File: config.mk
export PLATFORM = sky130hd
export DESIGN_NAME = seg_stream_rx
export DESIGN_NICKNAME = d
export VERILOG_FILES = /design/src/rtl/seg_pkg.sv /design/src/rtl/seg_decode.sv /design/src/rtl/seg_stream_rx.sv
export SDC_FILE = /design/constraint.sdc
export NUM_CORES = 1
export LEC_CHECK = 0
export ABC_AREA = 1
export BUFFER_PORTS_ARGS = -buffer_cell sky130_fd_sc_hd__clkbuf_2
export CORE_MARGIN = 2
export CORE_UTILIZATION = 23
export CTS_CLUSTER_DIAMETER = 200
export DETAILED_ROUTE_END_ITERATION = 8
export PLACE_DENSITY = 0.48
export SYNTH_ARGS = -nofsm -noshare
export SYNTH_HDL_FRONTEND = slang
export SYNTH_SLANG_ARGS = --single-unit
File: constraint.sdc
create_clock -name clk -period 3.08 [get_ports clk]
set_clock_uncertainty 0.2 [all_clocks]
set_input_delay 0.616 -clock clk [delete_from_list [all_inputs] [get_ports clk]]
set_output_delay 0.616 -clock clk [all_outputs]
set_load 0.05 [all_outputs]
File: src/rtl/seg_pkg.sv
// Shared constants, segment patterns and FSM states for the
// serial seven-segment link.
package seg_pkg;

  localparam int FRAME_BITS = 8;
  localparam logic [7:0] SEG_BLANK = 8'hFF;
  localparam logic [6:0] SEG_OFF = SEG_BLANK[6:0];

  localparam logic [6:0] SEG_0 = 7'h40;
  localparam logic [6:0] SEG_1 = 7'h79;
  localparam logic [6:0] SEG_2 = 7'h24;
  localparam logic [6:0] SEG_3 = 7'h30;
  localparam logic [6:0] SEG_4 = 7'h19;
  localparam logic [6:0] SEG_5 = 7'h12;
  localparam logic [6:0] SEG_6 = 7'h02;
  localparam logic [6:0] SEG_7 = 7'h78;
  localparam logic [6:0] SEG_8 = 7'h00;
  localparam logic [6:0] SEG_9 = 7'h10;

  typedef enum logic [2:0] {
    IDLE,
    SHIFT,
    LATCH,
    HOLD,
    FLUSH
  } state_e;

endpackage

File: src/rtl/seg_decode.sv
// Active-low segment frame to BCD digit, decimal point and
// undecodable-pattern flag.
module seg_decode
  import seg_pkg::*;
(
  input  logic [7:0] pattern,
  output logic [3:0] digit,
  output logic       dp,
  output logic       err
);

  always_comb begin
    digit = 4'hF;
    err   = 1'b0;
    dp    = ~pattern[7];
    unique case (pattern[6:0])
      SEG_0:   digit = 4'd0;
      SEG_1:   digit = 4'd1;
      SEG_2:   digit = 4'd2;
      SEG_3:   digit = 4'd3;
      SEG_4:   digit = 4'd4;
      SEG_5:   digit = 4'd5;
      SEG_6:   digit = 4'd6;
      SEG_7:   digit = 4'd7;
      SEG_8:   digit = 4'd8;
      SEG_9:   digit = 4'd9;
      SEG_OFF: digit = 4'hF;
      default: err   = 1'b1;
    endcase
  end

endmodule

File: src/rtl/seg_stream_rx.sv
// Receive end of the serial seven-segment link: synchronise,
// deserialise, decode and store per-digit results.
module seg_stream_rx
  import seg_pkg::*;
#(
  parameter int SYNC_STAGES = 2,
  parameter int TIMEOUT     = 1024
) (
  input  logic       clk,
  input  logic       rst_n,
  input  logic       seg_clk,
  input  logic       seg_data,
  input  logic [3:0] dig_sel,
  input  logic       clear,
  output logic [3:0] digit1,
  output logic [3:0] digit2,
  output logic [3:0] digit3,
  output logic [3:0] digit4,
  output logic [3:0] dp,
  output logic       frame_valid,
  output logic       frame_err,
  output logic       all_valid
);

  localparam int TW = $clog2(TIMEOUT + 1);
  localparam logic [3:0] FB = 4'(FRAME_BITS);

  logic [SYNC_STAGES-1:0] ck_sync_q;
  logic [SYNC_STAGES-1:0] dat_sync_q;
  logic [3:0]             sel_sync_q [SYNC_STAGES];

  always_ff @(posedge clk or negedge rst_n) begin
    if (!rst_n) begin
      ck_sync_q  <= '0;
      dat_sync_q <= '0;
      for (int i = 0; i < SYNC_STAGES; i++)
        sel_sync_q[i] <= 4'h0;
    end else begin
      ck_sync_q  <= {ck_sync_q[SYNC_STAGES-2:0], seg_clk};
      dat_sync_q <= {dat_sync_q[SYNC_STAGES-2:0], seg_data};
      sel_sync_q[0] <= dig_sel;
      for (int i = 1; i < SYNC_STAGES; i++)
        sel_sync_q[i] <= sel_sync_q[i-1];
    end
  end

  logic       clk_s;
  logic       dat_s;
  logic [3:0] sel_s;
  logic       clk_prev_q;
  logic       rise;
  logic       sel_any;
  logic       sel_hot;

  assign clk_s   = ck_sync_q[SYNC_STAGES-1];
  assign dat_s   = dat_sync_q[SYNC_STAGES-1];
  assign sel_s   = sel_sync_q[SYNC_STAGES-1];
  assign rise    = clk_s & ~clk_prev_q;
  assign sel_any = |sel_s;
  assign sel_hot = $onehot(sel_s);

  state_e        state_q;
  logic [3:0]    cnt_q;
  logic [3:0]    cnt_inc;
  logic [7:0]    sr_q;
  logic [TW-1:0] tmo_q;
  logic          flush_arm_q;
  logic [3:0]    dig_q [4];
  logic [3:0]    dp_q;
  logic [3:0]    seen_q;
  logic          fv_q;
  logic          fe_q;

  logic [3:0] dec_digit;
  logic       dec_dp;
  logic       dec_err;

  seg_decode u_dec (
    .pattern (sr_q),
    .digit   (dec_digit),
    .dp      (dec_dp),
    .err     (dec_err)
  );

  assign cnt_inc = (cnt_q == 4'hF) ? cnt_q : cnt_q + 4'd1;

  always_ff @(posedge clk or negedge rst_n) begin
    if (!rst_n) begin
      clk_prev_q  <= 1'b0;
      state_q     <= IDLE;
      cnt_q       <= 4'h0;
      sr_q        <= 8'h00;
      tmo_q       <= '0;
      flush_arm_q <= 1'b0;
      dp_q        <= 4'h0;
      seen_q      <= 4'h0;
      fv_q        <= 1'b0;
      fe_q        <= 1'b0;
      for (int i = 0; i < 4; i++)
        dig_q[i] <= 4'hF;
    end else begin
      clk_prev_q <= clk_s;
      fv_q       <= 1'b0;
      fe_q       <= 1'b0;
      unique case (state_q)
        IDLE: begin
          if (!sel_any && rise) begin
            sr_q    <= {sr_q[6:0], dat_s};
            cnt_q   <= 4'd1;
            tmo_q   <= '0;
            state_q <= SHIFT;
          end
        end
        SHIFT: begin
          if (sel_any) begin
            if (cnt_q == FB) begin
              state_q <= LATCH;
            end else begin
              fe_q    <= 1'b1;
              state_q <= IDLE;
            end
          end else if (rise) begin
            sr_q  <= {sr_q[6:0], dat_s};
            cnt_q <= cnt_inc;
            tmo_q <= '0;
            if (cnt_inc > FB) begin
              fe_q        <= 1'b1;
              flush_arm_q <= 1'b0;
              state_q     <= FLUSH;
            end
          end else if (tmo_q == TW'(TIMEOUT)) begin
            fe_q    <= 1'b1;
            state_q <= IDLE;
          end else begin
            tmo_q <= tmo_q + 1'b1;
          end
        end
        LATCH: begin
          if (!sel_hot) begin
            fe_q <= 1'b1;
          end else if (!clear) begin
            for (int i = 0; i < 4; i++) begin
              if (sel_s[i]) begin
                dig_q[i]  <= dec_digit;
                dp_q[i]   <= dec_dp;
                seen_q[i] <= 1'b1;
              end
            end
            fv_q <= 1'b1;
            fe_q <= dec_err;
          end
          state_q <= HOLD;
        end
        HOLD: begin
          if (!sel_any) state_q <= IDLE;
        end
        FLUSH: begin
          if (sel_any) flush_arm_q <= 1'b1;
          else if (flush_arm_q) state_q <= IDLE;
        end
        default: state_q <= IDLE;
      endcase
      // clear takes priority over a same-cycle slot write
      if (clear) begin
        dp_q   <= 4'h0;
        seen_q <= 4'h0;
        for (int i = 0; i < 4; i++)
          dig_q[i] <= 4'hF;
      end
    end
  end

  assign digit1      = dig_q[0];
  assign digit2      = dig_q[1];
  assign digit3      = dig_q[2];
  assign digit4      = dig_q[3];
  assign dp          = dp_q;
  assign frame_valid = fv_q;
  assign frame_err   = fe_q;
  assign all_valid   = &seen_q;

endmodule

==> impl_metrics.py, run 1 <==
metrics = {
    "outcome": {
        "status": "complete, no violations",
    },
    "pwr": {
        "vdd_drop_max_uv": 285,
        "p_leak_nw": 1.95,
        "p_per_area_nw_per_um2": 610,
    },
    "cts": {
        "root_buffer": "clkbuf_16",
        "cts_buffers": 9,
        "cts_setup_buffers": 0,
        "h-tree-depth": 3,
        "holdBufCountCts": 0,
        "cts.sinks": 66,
        "ctsResizeCount": 0,
        "clock_latency_ns": 0.33,
        "cts_tree": "yes",
        "clkSlewWorstSetupHoldPaths_ns": 0.05,
        "cts_buffer_depth": 2,
    },
    "setup_path": {
        "max_stage_delay_ns": 0.54,
        "arrival_ns": 2.80,
        "path_cells": "inv_1, fa_1, inv_1, ha_1, ha_1, nor3b_1, nand2_2, nor2_1, nor2_2, inv_1, or2_1, nand2_1, inv_1",
        "path_max_fanout": 6,
        "critPathKind": "reg -> reg",
        "regToRegEndpoint": "digit2[2]",
        "required_ns": 3.15,
        "endpoint_kind": "flip-flop",
        "crit_top_cell": "inv_1",
        "cp_slowest_cell": "fa_1",
        "r2r-start": "sel_s[0]",
        "rr_worst_depth": 13,
        "startpoint_type": "flip-flop",
        "r2r_slack_ns": 0.35,
    },
    "hold_path": {
        "min_path_type": "in -> async",
    },
    "detailed_routing": {
        "routed_via_density": 4.21,
        "drt_first_pass_iters": 4,
        "wirelength_um": 7550,
        "drtIter0Drc": 139,
        "drc": 0,
        "wl_per_cell_um": 11.5,
        "vias": 2766,
        "drtAntennaViolNets": 0,
    },
    "synth": {
        "synth_top_family_by_area": "simple AND/OR/NAND/NOR gates",
        "synth-compound-area-share": 0.0778,
        "yosys.area_share.simple": 0.313,
        "yosys_warnings": 0,
        "synth_edf_count": 0,
        "ys.flop_type": "dfrtp_1",
        "muxShareOfSynthArea": 0,
        "yosysSeqAreaShare": 0.485,
        "syn_area_per_cell_sq_um": 7.99,
        "syn_nets": 448,
        "syn_area_sq_um": 3440,
        "ys_async_sr_fraction": 1.00,
        "ys_types": 37,
        "ys_seq_elements": 66,
        "synthXorXnorAreaFrac": 0.00254,
        "postSynthCellCount": 431,
        "synthAdderAreaFrac": 0.0313,
    },
    "final_layout": {
        "largest_reg_flops": 11,
        "regMostFlops": "tmo_q",
        "diodes": 0,
        "design_area_sq_um": 4080,
        "nets": 485,
        "largest_registers": "tmo_q (11), sr_q (8)",
        "drive_gt1_frac": 0.201,
        "syn_to_final_growth_pct": 18.4,
    },
    "global_route": {
        "grt_max_degree": 28,
        "grt_overflow": 0,
        "grt_first_pass_wirelength_um": 13100,
        "grt_pass1_vias": 2780,
        "grtUsageTotal": 0.101,
        "antenna_found_initial": 0,
    },
    "placed_design": {
        "io_buffers": 31,
        "place_congestion": 0.770,
        "hpwl_um": 5630,
        "dpl_cell_area_sq_um": 3800,
    },
    "timing": {
        "fin_setup_tns_ns": 0,
        "rsz0062_at_grt": "no",
        "fmax_ghz": 0.367,
        "relSlewSlack": 0.641,
        "finalCritPeriodShare": 0.886,
        "setup_viol": 0,
        "drv_slew": 0,
        "min_period_ns": 2.73,
        "tightestPinTransition_ns": 0.539,
        "hold_violations": 0,
    },
    "die": {
        "core_area_sq_um": 14600,
        "ioPinCount": 32,
        "core.rowCount": 44,
        "die_width_um": 126,
        "start_util": 0.236,
        "die_h_um": 126,
        "die_area_sq_um": 16000,
    },
    "job": {
        "drv_cap": 0,
    },
}
area by class of cell:
type	count	area, sq um
Fill cell	1583	10500
Sequential cell	66	1670
Multi-Input combinational cell	292	1460
Clock buffer	14	264
Inverter	65	246
Tap cell	184	230
Timing Repair Buffer	34	190
Clock inverter	2	12.5
per-stage QoR:
stage / setup slack, ns / std cells / hold WS, ns / power [W] / utilization
final: 0.352 / 657 / 0.0735 / 0.00249 / 0.279
after global routing: 0.121 / 657 / 0.117 / 0.00263 / 0.279
after CTS: 0.339 / 657 / 0.0900 / 0.00253 / 0.279
after detailed placement: 0.345 / 641 / 0.136 / 0.00156 / 0.260
after global placement: 0.437 / 641 / 0.135 / 0.00155 / 0.260
after floorplan: 0.378 / 431 / 0.120 / 0.00145 / -
kinds of logic (layout without fill, tap and decap cells):
family | count (synthesis) | count (layout)
XOR/XNOR | 1 | 1
adder cells (fa/ha/maj) | 8 | 8
AO/OA/AOI/OAI | 43 | 43
AND/OR/NAND/NOR | 240 | 240
flip-flops | 66 | 66
buffers and inverters | 73 | 115
Yosys cell counts, types with 2 or more instances:
| master | instances | area [sq um] |
|---|---|---|
| nor2_2 | 6 | 37.5 |
| nand2_1 | 122 | 458 |
| o31ai_1 | 4 | 30.0 |
| a21oi_1 | 6 | 30.0 |
| dfstp_2 | 16 | 420 |
| buf_2 | 3 | 15.0 |
| or2_1 | 3 | 18.8 |
| o21ai_1 | 3 | 15.0 |
| o21ai_2 | 6 | 52.6 |
| nor2_1 | 45 | 169 |
| inv_1 | 59 | 221 |
| clkbuf_1 | 2 | 7.51 |
| ha_1 | 7 | 87.6 |
| inv_2 | 5 | 18.8 |
| nor3_1 | 9 | 45.0 |
| nor3b_1 | 2 | 15.0 |
| o22ai_1 | 4 | 25.0 |
| dfrtp_1 | 50 | 1250 |
| buf_6 | 2 | 22.5 |
| nand2_2 | 9 | 56.3 |
| nand4_1 | 13 | 81.3 |
| nor2_4 | 3 | 33.8 |
| nand3_1 | 24 | 120 |
| o21ai_0 | 15 | 75.1 |
layer usage:
layer,GRT usage,up-vias,part of all wire
li1,-,1442,-
met1,0.124,1284,0.47
met2,0.169,33,0.49
met3,0.0337,7,0.027
met4,0.0304,0,0.012
met5,0,-,0
cell usage in the layout (no fill, tap or decap), drive strengths merged, types with 2 or more instances in the layout:
master | Yosys | final
buf | 6 | 4
o31ai | 4 | 4
nand4 | 13 | 13
dfrtp | 50 | 50
nor3b | 2 | 2
ha | 7 | 7
nand3 | 24 | 24
or2 | 3 | 3
o21ai | 24 | 24
nor3 | 10 | 10
o22ai | 4 | 4
nor2 | 54 | 54
dfstp | 16 | 16
clkbuf | 2 | 44
inv | 65 | 65
nand2 | 132 | 132
a21oi | 6 | 6
power by group:
group          switching, W  leakage [nW]  internal (W)  total [W]
Combinational      0.000383         0.991      0.000139   0.000522
Sequential        0.0000675         0.828      0.000948    0.00102
Clock              0.000360         0.133      0.000588   0.000948
how the worst max path moves through the flow:
stage | startpoint | to | cells past startpoint
6_report | sel_s[0] | digit2[2] | 13
5_1_grt | sel_s[0] | digit3[2] | 13
4_1_cts | sel_s[0] | digit2[2] | 13
3_5_place_dp | sel_s[0] | digit2[2] | 13
3_3_place_gp | sel_s[3] | digit1[2] | 13
2_1_floorplan | seen_q[1] | all_valid | 2
critical path, delay by kind of cell, from the launching register on:
family	cells	cell delay [ns]
buffers and inverters	4	0.27
adder cells (fa/ha/maj)	3	0.98
AND/OR/NAND/NOR	6	0.91
flip-flops	1	0.32
Note: power is estimated with default switching activity, not from simulation.
==> run 2: changes to the inputs <==
CORE_UTILIZATION = 59   (was 23)
PLACE_DENSITY = 0.89   (was 0.48)
RECOVER_POWER = 25   (was not set)
==> run 2 against run 1 <==
Against the previous run:
- the run now ends with capacitance limit, slew limit left
- routed wire length is 6.6% lower
- non-clock buffer count fell by 2
- worst setup slack worse by 0.11 ns
- largest cell class unchanged
- clock power shrank 11%
- global-route usage up 14 points
- critical path depth unchanged
- utilization grew 41 points
- die area down 60%
- sequential power about the same
- final cell count down 17%
==> impl_metrics.py, run 2 (synthesized netlist as in run 1, its figures left out) <==
metrics = {
    "final_layout": {
        "diodes": 0,
        "layout_common_cells": "nand2_1, inv_1, dfrtp_1",
        "multi_input_area_sq_um": 1460,
        "final_common_cell": "nand2_1",
        "largest_registers": "tmo_q (11), sr_q (8)",
        "syn_to_final_growth_pct": 12.2,
        "nets": 483,
        "fillers": 421,
        "stdcell_count": 543,
        "largest_reg_flops": 11,
        "drive_gt1_frac": 0.202,
        "seq_area_sq_um": 1670,
        "regMostFlops": "tmo_q",
    },
    "setup_path": {
        "arrival_ns": 2.93,
        "rr_worst_depth": 13,
        "cp.buffers_inverters": 4,
        "startpoint_type": "flip-flop",
        "path_cells": "inv_1, fa_1, inv_1, ha_1, ha_1, nor3b_1, nand2_2, nor2_1, nor2_2, inv_1, or2_1, nand2_1, inv_1",
        "max_stage_delay_ns": 0.55,
        "endpoint_kind": "flip-flop",
        "regToRegEndpoint": "digit2[2]",
        "cp_slowest_cell": "fa_1",
        "path_max_fanout": 6,
        "r2r-start": "sel_s[0]",
        "crit_family": "adder cells",
        "required_ns": 3.17,
        "critPathKind": "reg -> reg",
        "crit_top_cell": "inv_1",
        "r2r_slack_ns": 0.24,
    },
    "hold_path": {
        "hold_depth": 0,
        "hold_path.startpoint": "sel_sync_q[6]",
        "min_path_type": "reg -> reg",
        "min_to": "sel_s[2]",
    },
    "cts": {
        "cts_buffers": 9,
        "cts.sinks": 66,
        "ctsResizeCount": 0,
        "clkSlewWorstSetupHoldPaths_ns": 0.07,
        "h-tree-depth": 3,
        "root_buffer": "clkbuf_8",
        "cts_setup_buffers": 0,
        "clock_latency_ns": 0.34,
        "cts_tree": "yes",
        "holdBufCountCts": 0,
        "cts_buffer_depth": 2,
    },
    "die": {
        "die_width_um": 80.4,
        "core_area_sq_um": 5570,
        "start_util": 0.618,
        "die_h_um": 80.4,
        "die_area_sq_um": 6460,
        "ioPinCount": 32,
        "core.rowCount": 27,
    },
    "detailed_routing": {
        "drtIter0Drc": 287,
        "wl_per_cell_um": 13.0,
        "drc": 0,
        "routed_via_density": 5.34,
        "drt_first_pass_iters": 5,
        "wirelength_um": 7060,
        "vias": 2897,
        "drtAntennaViolNets": 0,
    },
    "global_route": {
        "grt_max_degree": 67,
        "grt_pass1_vias": 2772,
        "antenna_found_initial": 0,
        "grt_first_pass_wirelength_um": 12000,
        "grtUsageTotal": 0.238,
        "grt_overflow": 0,
    },
    "pwr": {
        "p_switching_w": 0.000792,
        "vdd_drop_max_uv": 425,
        "pwr-share-comb": 0.220,
        "clkPwrFrac": 0.355,
        "p_per_area_nw_per_um2": 616,
        "p_leak_nw": 1.92,
        "intPower_w": 0.00159,
        "seqPwrFrac": 0.424,
        "switching_share": 0.332,
    },
    "timing": {
        "min_period_ns": 2.84,
        "relSlewSlack": -0.0359,
        "drv_slew": 67,
        "rsz0062_at_grt": "no",
        "finalCritPeriodShare": 0.923,
        "setup_viol": 0,
        "hold_violations": 0,
        "fmax_ghz": 0.352,
        "fin_setup_tns_ns": 0,
        "tightestPinTransition_ns": 1.55,
    },
    "placed_design": {
        "dp_cells": 527,
        "hpwl_um": 4870,
        "place_congestion": 0.890,
        "io_buffers": 31,
    },
    "job": {
        "drv_cap": 1,
    },
    "outcome": {
        "violations": "capacitance limit, slew limit",
        "status": "complete, but fails checks",
    },
}
## run 2: cell types whose count changed in the layout (fill, tap and decap cells not counted)
cell,previous run,this run
buf_12,1,0
buf_2,1,0
buf_4,2,0
bufinv_16,0,2
clkbuf_1,3,1
clkbuf_16,9,1
clkbuf_2,30,32
clkbuf_8,2,9
clkinv_2,1,0
clkinv_4,0,2
clkinvlp_4,1,0
inv_4,1,2
## run 2: stage by stage
| step | worst slack [ns] | utilization | hold slack [ns] | power, W | cell area, sq um |
|---|---|---|---|---|---|
| after floorplan | 0.378 | - | 0.120 | 0.00145 | 3440 |
| after global routing | 0.0872 | 0.693 | 0.157 | 0.00249 | 3860 |
| after global placement | 0.489 | 0.651 | 0.134 | 0.00153 | 3630 |
| final | 0.238 | 0.693 | 0.151 | 0.00238 | 3860 |
| after detailed placement | 0.337 | 0.651 | 0.135 | 0.00154 | 3630 |
| after CTS | 0.290 | 0.694 | 0.151 | 0.00239 | 3870 |
## run 2: cell type report
cell class	instances	share of cell area
clock buffers	11	0.0395
multi-input cells	292	0.378
inverters	65	0.0638
repair buffers	32	0.0414
well taps	72	0.0233
clock inverters	5	0.0217
flip-flops and latches	66	0.433
## run 2: power groups by stage
stage / sequential (W) / combinational [W] / clock, W
5_1_grt: 0.00102 / 0.000584 / 0.000888
4_1_cts: 0.00101 / 0.000527 / 0.000853
2_1_floorplan: 0.00111 / 0.000345 / 0
6_report: 0.00101 / 0.000525 / 0.000846
3_5_place_dp: 0.00102 / 0.000521 / 0
3_3_place_gp: 0.00102 / 0.000505 / 0
## run 2: worst max path at each step
stage	start	endpoint	slack (ns)	cells past startpoint
floorplan	seen_q[1]	all_valid	0.38	2
global placement	sel_s[0]	dp[3]	0.49	11
detailed placement	sel_s[0]	digit3[2]	0.34	13
CTS	sel_s[0]	digit2[2]	0.29	13
global route	sel_s[0]	digit4[1]	0.09	10
finish	sel_s[0]	digit2[2]	0.24	13
## run 2: per-layer routing
metal  vias up  global-route usage  wire length (um)
li1       1439                   -                 -
met4         0               0.107               148
met5         -                   0                 0
met2       103               0.403              3450
met3        15              0.0337               338
met1      1340               0.304              3120
==> run 3: changes to the inputs <==
CORE_UTILIZATION = 61   (was 59)
CTS_BUF_LIST = sky130_fd_sc_hd__clkbuf_4   (was not set)
CTS_CLUSTER_SIZE = 30   (was not set)
PLACE_DENSITY = 0.92   (was 0.89)
==> run 3 against run 2 <==
Against the previous run:
- the flow still finishes with violations (capacitance limit, slew limit)
- critical path depth unchanged
- power decreased by 15%
- non-clock buffer count unchanged
- worst setup slack got worse by 0.019 ns
- die area decreased by 3.1%
- routed wire length decreased by 1.3%
- final cell count unchanged
- utilization decreased by 1.1 points
- clock power decreased by 43%
- critical endpoint is now digit3[2]
- largest power group unchanged
==> impl_metrics.py, run 3 (synthesized netlist as in run 1, its figures left out) <==
metrics = {
    "detailed_routing": {
        "wl_per_cell_um": 12.8,
        "routed_via_density": 5.39,
        "wirelength_um": 6970,
        "vias": 2925,
        "drc": 0,
        "drtIter0Drc": 311,
        "drt_first_pass_iters": 5,
        "drtAntennaViolNets": 0,
    },
    "cts": {
        "h-tree-depth": 3,
        "clkSlewWorstSetupHoldPaths_ns": 0.11,
        "cts_buffer_depth": 2,
        "cts.sinks": 66,
        "cts_buffers": 9,
        "ctsResizeCount": 0,
        "holdBufCountCts": 0,
        "root_buffer": "clkbuf_4",
        "clock_latency_ns": 0.42,
        "cts_setup_buffers": 0,
        "cts_tree": "yes",
    },
    "setup_path": {
        "startpoint_type": "flip-flop",
        "required_ns": 3.25,
        "cp.buffers_inverters": 4,
        "crit_top_cell": "inv_1",
        "path_max_fanout": 6,
        "arrival_ns": 3.03,
        "max_stage_delay_ns": 0.55,
        "crit_family": "adder cells",
        "cp_slowest_cell": "fa_1",
        "path_cells": "inv_1, fa_1, inv_1, ha_1, ha_1, nor3b_1, nand2_2, nor2_1, nor2_2, inv_1, or2_1, nand2_1, inv_1",
        "endpoint_kind": "flip-flop",
        "critPathKind": "reg -> reg",
    },
    "timing": {
        "fin_setup_tns_ns": 0,
        "finalCritPeriodShare": 0.929,
        "setup_viol": 0,
        "relSlewSlack": -0.0666,
        "hold_violations": 0,
        "min_period_ns": 2.86,
        "rsz0062_at_grt": "no",
        "tightestPinTransition_ns": 1.60,
        "fmax_ghz": 0.350,
        "drv_slew": 67,
    },
    "global_route": {
        "antenna_found_initial": 0,
        "grtUsageTotal": 0.252,
        "grt_first_pass_wirelength_um": 12400,
        "grt_overflow": 0,
        "grt_pass1_vias": 2830,
        "grt_max_degree": 67,
    },
    "pwr": {
        "p_switching_w": 0.000767,
        "switching_share": 0.380,
        "clkPwrFrac": 0.240,
        "p_per_area_nw_per_um2": 541,
        "pwr-share-comb": 0.261,
        "vdd_drop_max_uv": 343,
        "intPower_w": 0.00125,
        "p_leak_nw": 1.87,
        "seqPwrFrac": 0.499,
    },
    "placed_design": {
        "place_congestion": 0.948,
        "hpwl_um": 5060,
        "io_buffers": 31,
        "dpl_cell_area_sq_um": 3630,
    },
    "final_layout": {
        "diodes": 0,
        "largest_reg_flops": 11,
        "final_common_cell": "nand2_1",
        "drive_gt1_frac": 0.200,
        "layout_common_cells": "nand2_1, inv_1, dfrtp_1",
        "design_area_sq_um": 3730,
        "largest_registers": "tmo_q (11), sr_q (8)",
        "regMostFlops": "tmo_q",
        "syn_to_final_growth_pct": 8.47,
        "nets": 483,
        "fillers": 451,
    },
    "die": {
        "core_area_sq_um": 5470,
        "die_area_sq_um": 6260,
        "die_h_um": 79.1,
        "core.rowCount": 27,
        "start_util": 0.629,
        "ioPinCount": 32,
        "die_width_um": 79.1,
    },
    "outcome": {
        "status": "complete, but fails checks",
        "violations": "capacitance limit, slew limit",
    },
    "job": {
        "drv_cap": 1,
    },
    "hold_path": {
        "min_path_type": "in -> reg",
    },
}
-- run 3: cell count changes in the layout (fill, tap and decap cells not counted), sizes merged --
cell    change
bufinv      -2
inv         +2
clkbuf      -1
clkinv      +1
-- run 3: final timing paths --
path | endpoint | cells past startpoint | slack (ns) | start
max in group asynchronous | seen_q[3] | 2 | 1.25 | rst_n
max reg2reg | digit3[2] | 13 | 0.22 | sel_s[0]
min in group asynchronous | ck_sync_q[0] | 2 | 0.47 | rst_n
min | sel_sync_q[6] | 1 | 0.1 | dig_sel[2]
max | digit3[2] | 13 | 0.22 | sel_s[0]
min reg2reg | sel_s[2] | 0 | 0.16 | sel_sync_q[6]
-- run 3: power groups by stage --
stage          sequential [W]  combinational, W  clock (W)
2_1_floorplan         0.00111          0.000345          0
3_3_place_gp          0.00102          0.000504          0
3_5_place_dp          0.00102          0.000527          0
4_1_cts               0.00101          0.000531   0.000493
5_1_grt               0.00102          0.000583   0.000538
6_report              0.00101          0.000528   0.000484
-- run 3: final cells by class --
type / count / area (sq um) / area share
inverters: 65 / 246 / 0.0660
flip-flops and latches: 66 / 1670 / 0.448
multi-input cells: 292 / 1460 / 0.391
well taps: 72 / 90.1 / 0.0241
repair buffers: 32 / 160 / 0.0429
clock inverters: 6 / 31.3 / 0.00838
clock buffers: 10 / 75.1 / 0.0201
-- run 3: worst register-to-register path, delay by kind of cell (launching register included) --
kind | cells | cell delay [ns]
and+or+nand+nor | 6 | 0.99
DFF | 1 | 0.34
buffers and inverters | 4 | 0.30
adders and majority gates | 3 | 0.99
-- run 3: through the flow --
stage               hold WS, ns  setup WS, ns  power (W)  instances   util
floorplan                 0.120         0.378    0.00145        431      -
global placement          0.134         0.508    0.00153        527  0.663
detailed placement        0.137         0.288    0.00155        527  0.663
CTS                      0.0816         0.247    0.00203        543  0.683
global route             0.0725        0.0194    0.00214        543  0.682
finish                   0.0953         0.219    0.00202        543  0.682
-- run 3: metal layers --
metal / GRT usage / vias to the layer above / wire length (um)
met3: 0.0511 / 16 / 368
met5: 0 / - / 0
met2: 0.403 / 106 / 3390
met1: 0.324 / 1363 / 3060
li1: - / 1440 / -
met4: 0.133 / 0 / 154
